[src/rtl/fir_stream_pkg.sv]
// fir_stream_pkg -- shared types and constants for the ECG sample serial link.
// Revision: 1.0
`default_nettype none

package fir_stream_pkg;

  typedef enum logic [1:0] {
    ST_IDLE  = 2'd0,
    ST_START = 2'd1,
    ST_DATA  = 2'd2,
    ST_STOP  = 2'd3
  } tx_state_t;

  localparam int         FRAME_BYTES       = 3;
  localparam logic [7:0] DEFAULT_SYNC_BYTE = 8'hA5;

endpackage

`default_nettype wire

[src/rtl/uart_byte_tx.sv]
// uart_byte_tx -- one 8N1 byte on the serial line; chains straight into the next byte.
// Revision: 1.0
`default_nettype none

module uart_byte_tx
  import fir_stream_pkg::*;
#(
  parameter int CLKS_PER_BIT = 434
) (
  input  logic       clk,
  input  logic       reset_n,
  input  logic       start,
  input  logic [7:0] data,
  output logic       tx,
  output logic       byte_done
);

  localparam logic [15:0] LAST_CLK = 16'(CLKS_PER_BIT - 1);

  tx_state_t   state;
  logic [15:0] clk_cnt;
  logic [2:0]  bit_idx;
  logic [7:0]  shift;
  logic        bit_end;

  assign bit_end   = (clk_cnt == LAST_CLK);
  // Last cycle of the stop bit: the caller may issue the next start here.
  assign byte_done = (state == ST_STOP) && bit_end;

  always_ff @(posedge clk or negedge reset_n) begin
    if (!reset_n) begin
      state   <= ST_IDLE;
      clk_cnt <= '0;
      bit_idx <= '0;
      shift   <= '0;
      tx      <= 1'b1;
    end else begin
      clk_cnt <= (state == ST_IDLE || bit_end) ? 16'd0 : clk_cnt + 16'd1;
      case (state)
        ST_IDLE: begin
          if (start) begin
            state <= ST_START;
            shift <= data;
            tx    <= 1'b0;
          end
        end
        ST_START: begin
          if (bit_end) begin
            state   <= ST_DATA;
            bit_idx <= 3'd0;
            tx      <= shift[0];
          end
        end
        ST_DATA: begin
          if (bit_end) begin
            if (bit_idx == 3'd7) begin
              state <= ST_STOP;
              tx    <= 1'b1;
            end else begin
              bit_idx <= bit_idx + 3'd1;
              tx      <= shift[1];
              shift   <= {1'b0, shift[7:1]};
            end
          end
        end
        ST_STOP: begin
          if (bit_end) begin
            if (start) begin
              state <= ST_START;
              shift <= data;
              tx    <= 1'b0;
            end else begin
              state <= ST_IDLE;
            end
          end
        end
        default: state <= ST_IDLE;
      endcase
    end
  end

endmodule

`default_nettype wire

[src/rtl/sample_uart_tx.sv]
// sample_uart_tx -- frames Q15 samples as SYNC/MSB/LSB over UART with a one-deep buffer.
// Revision: 1.0
`default_nettype none

module sample_uart_tx
  import fir_stream_pkg::*;
#(
  parameter int         CLKS_PER_BIT = 434,
  parameter logic [7:0] SYNC_BYTE    = DEFAULT_SYNC_BYTE
) (
  input  logic               clk,
  input  logic               reset_n,
  input  logic signed [15:0] sample_in,
  input  logic               sample_valid,
  output logic               sample_ready,
  output logic               tx,
  output logic               busy,
  output logic [7:0]         drop_count
);

  localparam logic [1:0] LAST_BYTE = 2'(FRAME_BYTES - 1);

  logic [15:0] hold_data;
  logic [15:0] frame_data;
  logic        hold_full;
  logic [1:0]  byte_idx;
  logic        byte_done;
  logic        frame_end;
  logic        start_frame;
  logic        next_byte;
  logic        byte_start;
  logic        accept;
  logic        drop;
  logic [7:0]  byte_data;

  assign frame_end   = byte_done && (byte_idx == LAST_BYTE);
  assign start_frame = hold_full && (!busy || frame_end);
  assign next_byte   = byte_done && (byte_idx != LAST_BYTE);
  assign byte_start  = start_frame || next_byte;
  // The slot freed by start_frame is reusable in the same cycle, so such a sample is not a drop.
  assign accept      = sample_valid && (sample_ready || start_frame);
  assign drop        = sample_valid && !accept;

  always_comb begin
    byte_data = SYNC_BYTE;
    if (!start_frame) begin
      byte_data = (byte_idx == 2'd0) ? frame_data[15:8] : frame_data[7:0];
    end
  end

  always_ff @(posedge clk or negedge reset_n) begin
    if (!reset_n) begin
      hold_data    <= '0;
      frame_data   <= '0;
      hold_full    <= 1'b0;
      sample_ready <= 1'b1;
      byte_idx     <= '0;
      busy         <= 1'b0;
      drop_count   <= '0;
    end else begin
      if (accept) hold_data <= sample_in;
      hold_full    <= accept || (hold_full && !start_frame);
      sample_ready <= !(accept || (hold_full && !start_frame));

      if (start_frame) begin
        frame_data <= hold_data;
        byte_idx   <= 2'd0;
        busy       <= 1'b1;
      end else if (next_byte) begin
        byte_idx <= byte_idx + 2'd1;
      end else if (frame_end) begin
        byte_idx <= 2'd0;
        busy     <= 1'b0;
      end

      if (drop && drop_count != 8'hFF) drop_count <= drop_count + 8'd1;
    end
  end

  uart_byte_tx #(
    .CLKS_PER_BIT(CLKS_PER_BIT)
  ) u_byte_tx (
    .clk      (clk),
    .reset_n  (reset_n),
    .start    (byte_start),
    .data     (byte_data),
    .tx       (tx),
    .byte_done(byte_done)
  );

endmodule

`default_nettype wire

[config.mk]
export PLATFORM = sky130hd
export DESIGN_NAME = sample_uart_tx
export DESIGN_NICKNAME = d
export VERILOG_FILES = /design/src/rtl/fir_stream_pkg.sv /design/src/rtl/uart_byte_tx.sv /design/src/rtl/sample_uart_tx.sv
export SDC_FILE = /design/constraint.sdc
export NUM_CORES = 1
export LEC_CHECK = 0
export CAP_MARGIN = 20
export CELL_PAD_IN_SITES_DETAIL_PLACEMENT = 1
export CELL_PAD_IN_SITES_GLOBAL_PLACEMENT = 1
export CORE_MARGIN = 8
export CORE_UTILIZATION = 30
export CTS_BUF_LIST = sky130_fd_sc_hd__clkbuf_4
export CTS_CLUSTER_SIZE = 40
export DETAILED_ROUTE_END_ITERATION = 10
export PLACE_DENSITY = 0.56
export SKIP_CTS_REPAIR_TIMING = 1
export SLEW_MARGIN = 5
export SYNTH_ARGS = -nofsm -noshare
export SYNTH_HDL_FRONTEND = slang
export SYNTH_SLANG_ARGS = --single-unit
[constraint.sdc]
create_clock -name clk -period 4.4 [get_ports clk]
set_input_delay 0.44 -clock clk [delete_from_list [all_inputs] [get_ports clk]]
set_output_delay 0.44 -clock clk [all_outputs]
set_load 0.02 [all_outputs]
==> metrics.txt <==
# TYPE chip_impl_metric gauge
chip_impl_info{name="outcome",value="finished, final reports clean"} 1
chip_impl_metric{name="drt-pass1-iter-count",unit=""} 4
chip_impl_info{name="ys.flop_type",value="dfrtp_1"} 1
chip_impl_metric{name="detailedRoute.firstIterationViolations",unit=""} 106
chip_impl_metric{name="setup-tns-final",unit="ps"} 0
chip_impl_info{name="synth_most_common_cell",value="dfrtp_1"} 1
chip_impl_metric{name="nets",unit=""} 360
chip_impl_metric{name="total_cts_buffers",unit=""} 9
chip_impl_metric{name="htree_levels",unit=""} 3
chip_impl_metric{name="synth.cell_area",unit="µm²"} 3600
chip_impl_metric{name="synthCells",unit=""} 301
chip_impl_metric{name="final_cell_area",unit="µm²"} 4190
chip_impl_metric{name="fin_crit",unit="ps"} 2960
chip_impl_metric{name="grt_start_max_net_pins",unit=""} 76
chip_impl_metric{name="floorplan.die_area",unit="µm²"} 15700
chip_impl_metric{name="post-place-ws",unit="ps"} 1420
chip_impl_metric{name="gp_routability_congestion",unit=""} 0.753
chip_impl_metric{name="via_count_of_the_first_global_routing_pass",unit=""} 2644
chip_impl_metric{name="floorplan.die.height",unit="µm"} 125
chip_impl_info{name="cell_types_with_the_largest_area_share_after_synthesis",value="dfrtp_1, mux2_2, ha_1, mux2_4, xnor2_1"} 1
chip_impl_info{name="yosys.area.top_type",value="dfrtp_1"} 1
chip_impl_metric{name="global_route_wire_length_before_repair",unit="mm"} 13.9
chip_impl_metric{name="synth_enable_flop_cells",unit=""} 0
chip_impl_metric{name="clock_tree.buffer_depth",unit=""} 2
chip_impl_metric{name="worst_ep_arrival_time",unit="ps"} 3280
chip_impl_metric{name="avgViaCountPerCell",unit=""} 4.89
chip_impl_metric{name="setup_violations",unit=""} 0
chip_impl_metric{name="slew-limit-headroom",unit="%"} 31.8
chip_impl_metric{name="clock-skew-final",unit="ps"} 12.4
chip_impl_metric{name="placement_stage_cell_area",unit="µm²"} 4000
chip_impl_metric{name="chipWidth",unit="µm"} 125
chip_impl_metric{name="route.vias.total",unit=""} 2362
chip_impl_info{name="hold_class",value="input pin to asynchronous set/reset pin"} 1
chip_impl_metric{name="critical_path_peak_fanout",unit=""} 25
chip_impl_info{name="worstPathCellList",value="inv_1 > ha_1 > nor3b_1 > and4_4 > a21o_4 > o21a_1 > mux2_2"} 1
chip_impl_metric{name="port-buffer-count",unit=""} 29
chip_impl_info{name="worst_setup_path_start_kind",value="flip-flop"} 1
chip_impl_metric{name="core.rowCount",unit=""} 40
chip_impl_metric{name="number_of_routed_nets_with_antenna_violations",unit=""} 0
chip_impl_metric{name="cpPeakStageDelay",unit="ps"} 840
chip_impl_metric{name="skew_pair_late_insertion_delay",unit="ps"} 430
chip_impl_metric{name="synth_top_cell_area_share",unit="%"} 50.8
chip_impl_metric{name="synthToLayoutAreaGrowth",unit="%"} 16.6
chip_impl_info{name="grt_setup_unrepaired",value="no"} 1
chip_impl_metric{name="power_density",unit="nW/µm²"} 519
chip_impl_metric{name="max_cap_viol_count",unit=""} 0
chip_impl_info{name="tritoncts",value="built"} 1
chip_impl_metric{name="cts_num_sinks",unit=""} 75
chip_impl_metric{name="synth.net_count",unit=""} 331
chip_impl_metric{name="critical_path_required",unit="ps"} 4720
chip_impl_info{name="setup.worst_path.end_class",value="flip-flop"} 1
chip_impl_metric{name="antenna_found_initial",unit=""} 1
chip_impl_metric{name="synth_cell_types",unit=""} 45
chip_impl_metric{name="actual_slew_at_the_worst_max_slew_pin",unit="ps"} 1020
chip_impl_info{name="timing.critical_path.slowest_stage_cell",value="o21a_1"} 1
chip_impl_metric{name="post-route-util",unit="%"} 35.4
chip_impl_metric{name="fmaxAchievable",unit="MHz"} 338
chip_impl_info{name="critPathKind",value="flip-flop to flip-flop"} 1
chip_impl_metric{name="dpl.cell_count",unit=""} 466
chip_impl_metric{name="post_cts_clock_slew_at_the_launch_and_capture_registers_of_the_worst_setup_and_hold_paths",unit="ps"} 130
chip_impl_metric{name="p_leak",unit="nW"} 1.84
chip_impl_metric{name="n_fill_cell",unit=""} 1284
chip_impl_metric{name="hold_vio_cnt_final",unit=""} 0
chip_impl_metric{name="final_critical_path_setup_slack",unit="ps"} 1440
chip_impl_metric{name="io_pins",unit=""} 30
chip_impl_metric{name="final_layout_size_suffix_gt1_share",unit="%"} 18.5
chip_impl_info{name="critical_path.top_delay_family",value="compound AO/OA/AOI/OAI gates"} 1
chip_impl_info{name="cts_root_buf",value="clkbuf_4"} 1
chip_impl_metric{name="power.total",unit="mW"} 2.18
chip_impl_metric{name="count_of_synthesis_stage_warnings_from_yosys",unit=""} 0
chip_impl_metric{name="detailedPlacementHpwl",unit="mm"} 5.35
chip_impl_metric{name="syn_avg_cell_area",unit="µm²"} 11.9
chip_impl_metric{name="ys_async_sr_fraction",unit="%"} 100
chip_impl_metric{name="initial_core_util",unit="%"} 30.3
chip_impl_metric{name="share_of_the_clock_period_used_by_the_worst_path",unit="%"} 67.3
chip_impl_metric{name="fp.coreArea",unit="µm²"} 11900
chip_impl_metric{name="groute.usage.overall",unit="%"} 10.8
chip_impl_metric{name="fin_cells",unit=""} 483
chip_impl_metric{name="critical_path_buf_inv_count",unit=""} 1
chip_impl_info{name="post_synth_most_frequent_cells",value="dfrtp_1, mux2_2, nand2_1, nor2_1"} 1
chip_impl_metric{name="ys_seq_elements",unit=""} 75
chip_impl_metric{name="congestion_overflow_gr",unit=""} 0
chip_impl_metric{name="fin_worst_hold_slack",unit="ps"} 167
chip_impl_metric{name="final-max-slew-violation-count",unit=""} 0
chip_impl_metric{name="peakVddDrop",unit="mV"} 0.255
chip_impl_metric{name="drt_drc_violations_left",unit=""} 0
chip_impl_metric{name="drt-wirelength-per-cell",unit="µm"} 16.2
chip_impl_metric{name="yosysSeqAreaShare",unit="%"} 52.3
chip_impl_metric{name="totalWireLength",unit="mm"} 7.81
==> flip-flops by register name (all words and copies together) (netlist names) <==
name	flops
hold_full	1
sample_ready	1
hold_data	16
u_byte_tx.bit_idx	3
drop_count	8
byte_idx	2
u_byte_tx.shift	8
u_byte_tx.clk_cnt	16
u_byte_tx.tx	1
busy	1
frame_data	16
u_byte_tx.state	2
==> where the power goes <==
part,internal (mW),switching (mW)
clock network,0.293,0.264
registers,0.855,0.139
logic,0.317,0.307
==> cells in the final DEF, fill, tap and decap left out, types with 3 or more instances in the layout <==
cell type        Yosys  layout
dfrtp_1             73      73
mux2_2              29      29
clkdlybuf4s50_1      0      28
nand2_1             23      23
nor2_1              23      23
nor2b_1             11      11
xnor2_1             11      11
ha_1                11      11
xor2_1              10      10
nand4_1              9       9
clkbuf_4             0       9
inv_1                8       8
o31ai_1              8       8
mux2_4               8       8
nand3_1              7       7
o21ai_0              7       7
a21oi_1              6       6
mux2i_1              4       4
and3_1               3       3
a21o_1               3       3
a2111oi_0            3       3
bufinv_16            0       3
==> area by class of cell <==
type	count	area [µm²]	share of cell area (%)
inverters	8	30.0	0.716
well taps	147	184	4.39
clock inverters	7	124	2.95
clock buffers	9	67.6	1.61
diodes	1	2.50	0.0597
multi-input cells	207	1620	38.6
flip-flops and latches	75	1880	44.8
repair buffers	29	288	6.86
==> final timing paths <==
check	startpoint	end	slack, ps	depth (start not counted)
min	reset_n	u_byte_tx.clk_cnt[10]	170	1
min in group clk	u_byte_tx.shift[7]	u_byte_tx.shift[7]	490	2
max	u_byte_tx.clk_cnt[1]	hold_data[2]	1440	7
max reg2reg	u_byte_tx.clk_cnt[1]	hold_data[2]	1440	7
max in group asynchronous	reset_n	hold_data[2]	3630	1
min reg2reg	u_byte_tx.shift[7]	u_byte_tx.shift[7]	490	2
==> cell families after synthesis <==
group,after synthesis,share of synthesized area (%)
and+or+nand+nor,94,13.9
DFF,75,52.3
muxes,42,13.8
AOI/OAI and AO/OA,39,8.35
xor gates and xnor gates,21,5.11
buffers and inverters,19,2.71
adders and majority gates,11,3.83
==> layer usage <==
metal / GRT usage [%] / share of wire (%)
met5: 0 / 0
met4: 5.01 / 1.4
met3: 2.97 / 3.3
met2: 16.0 / 44
met1: 14.3 / 51
==> worst register-to-register path, cell delays in order, from the launching register on <==
cell and delay, ps:
dfrtp_1 420, inv_1 70, ha_1 120, nor3b_1 320, and4_4 340, a21o_4 320, o21a_1 840, mux2_2 430
(Power assumes the default switching activity.)
